**src/rtl/prog_load_ctrl_pkg.sv**
```systemverilog
// Shared types and helpers for the program-load controller.
// Optional checksum feature is selected with PROG_LOAD_CSUM_EN.
package prog_load_ctrl_pkg;

  localparam int ADDR_W_DEF = 11;
  localparam int DATA_W_DEF = 32;
  localparam int CNT_W_DEF  = 16;

  typedef enum logic [2:0] {
    IDLE,
    LOAD,
    ARM,
    RUN,
    HALT
  } state_t;

  // Increment that sticks at the all-ones value of a w-bit counter (w <= 32).
  function automatic logic [31:0] sat_inc(input logic [31:0] v, input int unsigned w);
    logic [31:0] top;
    top = (w >= 32) ? '1 : ((32'd1 << w) - 32'd1);
    return (v == top) ? v : v + 32'd1;
  endfunction

endpackage

```
**src/rtl/prog_load_ctrl_wr_port.sv**
```systemverilog
// Registered instruction-memory write stage with session word counter.
// With PROG_LOAD_CSUM_EN defined it also keeps a rotate/XOR checksum of written words.
module prog_load_ctrl_wr_port
  import prog_load_ctrl_pkg::*;
#(
  parameter int ADDR_W = ADDR_W_DEF,
  parameter int DATA_W = DATA_W_DEF,
  parameter int CNT_W  = CNT_W_DEF
) (
  input  logic              clk,
  input  logic              reset,
  input  logic              accept,
  input  logic              first,
  input  logic [ADDR_W-1:0] addr,
  input  logic [DATA_W-1:0] data,
  output logic              w_enable,
  output logic [ADDR_W-1:0] w_adrs,
  output logic [DATA_W-1:0] w_instruction,
  output logic [CNT_W-1:0]  load_count
`ifdef PROG_LOAD_CSUM_EN
  , output logic [DATA_W-1:0] load_csum
`endif
);

  always_ff @(posedge clk or posedge reset) begin
    if (reset) begin
      w_enable      <= 1'b0;
      w_adrs        <= '0;
      w_instruction <= '0;
      load_count    <= '0;
    end else begin
      w_enable <= accept;
      if (accept) begin
        w_adrs        <= addr;
        w_instruction <= data;
        // A new session restarts the count at the word being written now.
        load_count    <= first ? CNT_W'(1) : CNT_W'(sat_inc(32'(load_count), CNT_W));
      end
    end
  end

`ifdef PROG_LOAD_CSUM_EN
  always_ff @(posedge clk or posedge reset) begin
    if (reset) begin
      load_csum <= '0;
    end else if (accept) begin
      load_csum <= (first ? '0 : {load_csum[DATA_W-2:0], load_csum[DATA_W-1]}) ^ data;
    end
  end
`endif

endmodule

```
**src/rtl/prog_load_ctrl.sv**
```systemverilog
// Program-load sequencer: streams host writes into instruction memory, then arms and runs the CPU.
// Host stream: a write transfers in any cycle where h_valid && h_ready. Optional: PROG_LOAD_CSUM_EN.
module prog_load_ctrl
  import prog_load_ctrl_pkg::*;
#(
  parameter int ADDR_W     = ADDR_W_DEF,
  parameter int DATA_W     = DATA_W_DEF,
  parameter int CNT_W      = CNT_W_DEF,
  parameter int ARM_CYCLES = 2
) (
  input  logic              clk,
  input  logic              reset,
  input  logic              h_valid,
  output logic              h_ready,
  input  logic [ADDR_W-1:0] h_addr,
  input  logic [DATA_W-1:0] h_data,
  input  logic              start,
  input  logic              stop,
  input  logic [CNT_W-1:0]  run_limit,
  output logic              w_enable,
  output logic [ADDR_W-1:0] w_adrs,
  output logic [DATA_W-1:0] w_instruction,
  output logic              cpu_en,
  output logic              busy,
  output logic              done,
  output logic [CNT_W-1:0]  cycle_count,
  output logic [CNT_W-1:0]  load_count
`ifdef PROG_LOAD_CSUM_EN
  , output logic [DATA_W-1:0] load_csum
`endif
);

  state_t           state, state_nx;
  logic [3:0]       arm_cnt;
  logic [CNT_W-1:0] limit_q;
  logic [CNT_W-1:0] cycle_inc;
  logic             accept, first_wr, start_ok, arm_done, limit_hit;

  assign h_ready   = (state == IDLE) || (state == LOAD) || (state == HALT);
  assign accept    = h_valid && h_ready;
  assign first_wr  = accept && ((state == IDLE) || (state == HALT));
  assign start_ok  = start && h_ready;
  assign cycle_inc = CNT_W'(sat_inc(32'(cycle_count), CNT_W));
  // Settle cycles only count once the final write strobe has gone low.
  assign arm_done  = (state == ARM) && !w_enable && (arm_cnt == 4'd1);
  assign limit_hit = (limit_q != '0) && (cycle_inc == limit_q);

  // cpu_en is decoded from state so an async reset drops it immediately.
  assign cpu_en = (state == RUN);
  assign busy   = (state == ARM) || (state == RUN);
  assign done   = (state == HALT);

  always_comb begin
    state_nx = state;
    case (state)
      IDLE, HALT: begin
        if (start)       state_nx = ARM;
        else if (accept) state_nx = LOAD;
      end
      LOAD:    if (start) state_nx = ARM;
      ARM: begin
        if (stop)          state_nx = HALT;
        else if (arm_done) state_nx = RUN;
      end
      RUN:     if (stop || limit_hit) state_nx = HALT;
      default: state_nx = IDLE;
    endcase
  end

  always_ff @(posedge clk or posedge reset) begin
    if (reset) begin
      state       <= IDLE;
      arm_cnt     <= '0;
      limit_q     <= '0;
      cycle_count <= '0;
    end else begin
      state <= state_nx;
      if (start_ok) begin
        arm_cnt     <= 4'(ARM_CYCLES);
        limit_q     <= run_limit;
        cycle_count <= '0;
      end else if ((state == ARM) && !w_enable) begin
        arm_cnt <= arm_cnt - 4'd1;
      end
      if (state == RUN) cycle_count <= cycle_inc;
    end
  end

  prog_load_ctrl_wr_port #(
    .ADDR_W (ADDR_W),
    .DATA_W (DATA_W),
    .CNT_W  (CNT_W)
  ) u_wr_port (
    .clk           (clk),
    .reset         (reset),
    .accept        (accept),
    .first         (first_wr),
    .addr          (h_addr),
    .data          (h_data),
    .w_enable      (w_enable),
    .w_adrs        (w_adrs),
    .w_instruction (w_instruction),
    .load_count    (load_count)
`ifdef PROG_LOAD_CSUM_EN
    , .load_csum   (load_csum)
`endif
  );

endmodule

```
**config.mk**
```make
export PLATFORM = sky130hd
export DESIGN_NAME = prog_load_ctrl
export DESIGN_NICKNAME = d
export VERILOG_FILES = /design/src/rtl/prog_load_ctrl_pkg.sv /design/src/rtl/prog_load_ctrl_wr_port.sv /design/src/rtl/prog_load_ctrl.sv
export SDC_FILE = /design/constraint.sdc
export NUM_CORES = 1
export LEC_CHECK = 0
export ABC_AREA = 1
export CELL_PAD_IN_SITES_DETAIL_PLACEMENT = 1
export CELL_PAD_IN_SITES_GLOBAL_PLACEMENT = 1
export CORE_UTILIZATION = 36
export CTS_CLUSTER_SIZE = 16
export DETAILED_ROUTE_END_ITERATION = 6
export GPL_TIMING_DRIVEN = 0
export MAX_ROUTING_LAYER = met4
export PLACE_DENSITY = 0.85
export REMOVE_ABC_BUFFERS = 1
export SYNTH_ARGS = -nofsm -noshare
export SYNTH_HDL_FRONTEND = slang
export SYNTH_SLANG_ARGS = --single-unit
```
**constraint.sdc**
```tcl
create_clock -name clk -period 4.8 [get_ports clk]
set_input_delay 0.96 -clock clk [delete_from_list [all_inputs] [get_ports clk]]
set_output_delay 0.96 -clock clk [all_outputs]
set_load 0.1 [all_outputs]
```
==> run metrics <==
share of synthesized registers carrying an async set or reset=1.00; Post-Synth Adder-Cell Area=0.0102; Clock Sinks=99; Peak VDD IR=0.000548 V; via count=4853; CTS resizes=0; final WL=15800 um; setup ws final=682 ps; Area Overhead vs Synth=41.1%; Slew headroom=0.198; core area=13200 um^2; Pre-antenna DRT Iters=4; Worst-path clk slew=70 ps; Post-CTS Hold Fix Bufs=0; status=completed; WHS Endpoint=u_wr_port.w_instruction[27]; largest family of logic cells by synthesized area=simple AND/OR/NAND/NOR gates; Total GRT Usage=0.247; HPWL after DPL=11600 um; Die W=119 um; diode count=0; fin crit period=4120 ps; # DRC=0; unrepaired setup endpoints after global routing=false; r2r worst-path depth=8; Synth Area in Simple Gates=0.326; number of I/O pins=144; endpoints failing setup=0; gp weighted congestion=0.840; Worst Path Class, Setup=register to primary output; clock root buffer=clkbuf_16; clock skew=6.40 ps; startpoint types=register; vias in the first global route=5285; Req. time, crit path=3840 ps; setup TNS=0 ps; die area=14100 um^2; Highest Clock Rate=243 MHz; row count=42; maximum root-to-sink buffer count=2; IO buf count=143; commonest register cell after synthesis=dfrtp_1; Final Cycle Share=0.858; Mapped Avg Cell Area=7.58 um^2; Post-Syn Area=4900 um^2; Initial DRC Count=193; Yosys reg bits=99; max cap viols=0; postcts setup bufs=0; CP max FO=12; initial core utilization=0.370; cell count after synthesis=647; worst slack at placement=987 ps; Final Hold Fails=0; Distinct cells, synth=35; clk_lat worst skew=350 ps; Post-Synth XOR/XNOR Area=0.0196; Compound-Gate Fraction of Synth Area=0.0727; drt wl/cell=16.4 um; # fillers=1600; largest net degree at the start of global routing=64; Crit. End Element=primary output; Hold Path Stages=2; Worst Hold Class=register to register; antenna-violating nets left=0; TritonCTS clock tree=built; GR Overflow Total=0; Worst Path Arrival=3160 ps; Seq/Total Area, Yosys=0.505; first-pass GRT wire length=26400 um; Pleak=3.25 nW; initial antenna violation count=0; PD cells=779 nW/um^2; Placement Cell Area=6560 um^2; drt via density=5.02; Reg area=2480 um^2; H-tree levels=3; synth warn=0; layout cell share with drive strength beyond 1=0.0480; min-delay src=u_wr_port.w_instruction[27]; fin nets=854; Reg2Reg Launch Point=state[0]; total CTS buffers=9; Worst-Margin Slew=1200 ps; Slew Viols, Final=0; number of synthesized flops with an enable pin=0; post-synthesis mux area share=0; Final Cell Area=6920 um^2; die height=119 um; r2r endpoint=u_wr_port.w_adrs[4]; FF-to-FF setup slack=1660 ps; multi-input combinational cell area=2110 um^2
[cell usage after synthesis (4+ instances only)]
library cell	instances	area (um^2)
a21oi_1	13	65.1
buf_1	4	15.0
clkbuf_1	10	37.5
dfrtp_1	99	2480
ha_1	4	50.1
inv_1	61	229
nand2_1	265	995
nand2_2	5	31.3
nand3_1	28	140
nand4_1	14	87.6
nor2_1	52	195
nor3_1	8	40.0
nor4_1	5	31.3
o21ai_0	31	155
o22ai_1	6	37.5
xnor2_1	5	43.8
xor2_1	6	52.6
[cells by family after synthesis]
family                   Yosys count
AO/OA/AOI/OAI                     63
XOR/XNOR                          11
adder cells (fa/ha/maj)            4
buffers and inverters             84
flip-flops                        99
AND/OR/NAND/NOR                  386
[per-layer routing]
layer | up-vias | GRT usage | routed length [um] | part of all wire
met4 | 0 | 0.0965 | 378 | 0.024
met3 | 30 | 0.0758 | 1060 | 0.067
met1 | 2363 | 0.273 | 6530 | 0.41
li1 | 2317 | - | - | -
met5 | - | - | 0 | 0
met2 | 143 | 0.415 | 7850 | 0.50
[worst max path at each step]
stage | start | endpoint | slack, ps | cells after the start
3_3_place_gp | h_valid | u_wr_port.w_instruction[28] | -1650 | 6
5_1_grt | state[2] | cpu_en | 570 | 4
6_report | state[2] | cpu_en | 680 | 4
3_5_place_dp | h_valid | u_wr_port.w_instruction[22] | 990 | 7
2_1_floorplan | state[2] | cycle_count[0] | -120 | 6
4_1_cts | state[2] | cpu_en | 680 | 4
[area by class of cell]
type	instances	area share
tap	176	0.0318
inverter	66	0.0362
clock buffer	12	0.0385
clock inverter	4	0.0137
timing repair buffer	146	0.217
multi-input combinational	464	0.305
sequential	99	0.358
[flip-flops by register name (all words and copies together) (netlist names)]
register,count
u_wr_port.w_enable,1
cycle_count,16
limit_q,16
u_wr_port.w_instruction,32
u_wr_port.w_adrs,11
state,3
arm_cnt,4
u_wr_port.load_count,16
[cells in the final DEF (no fill, tap or decap), drive strengths merged]
cell type,netlist,final
nand2,270,270
clkdlybuf4s50,0,143
dfrtp,99,99
inv,64,64
nor2,57,57
o21ai,32,32
nand3,29,29
nand4,14,14
a21oi,14,14
clkbuf,10,12
nor3,8,8
xor2,6,6
o22ai,6,6
nor4,5,5
xnor2,5,5
ha,4,4
bufinv,0,3
clkinv,2,3
buf,8,3
a31oi,2,2
nand3b,2,2
o31ai,2,2
o21a,2,2
o211ai,2,2
a2bb2oi,1,1
a22oi,1,1
o221a,1,1
and3,1,1
[critical path, cell delays in order, from the launching register on]
cell and delay (ps):
dfrtp_1 420, nor2_1 180, inv_1 100, nor2_1 800, clkdlybuf4s50_1 1290
[power breakdown]
group          total (mW)  switching [mW]  internal [mW]
logic                3.14            2.42          0.715
clock network       0.875           0.324          0.552
registers            1.38           0.245           1.14
total                5.39            2.99           2.40
[stage by stage]
step	total power, mW	cells	hold slack (ps)	utilization
final	5.39	967	473	0.523
after global routing	5.66	967	502	0.523
after CTS	5.43	967	478	0.523
after detailed placement	4.52	951	462	0.495
after global placement	4.40	948	453	0.489
after floorplan	3.64	629	462	-
No activity file was read; power rests on OpenSTA's default activity.
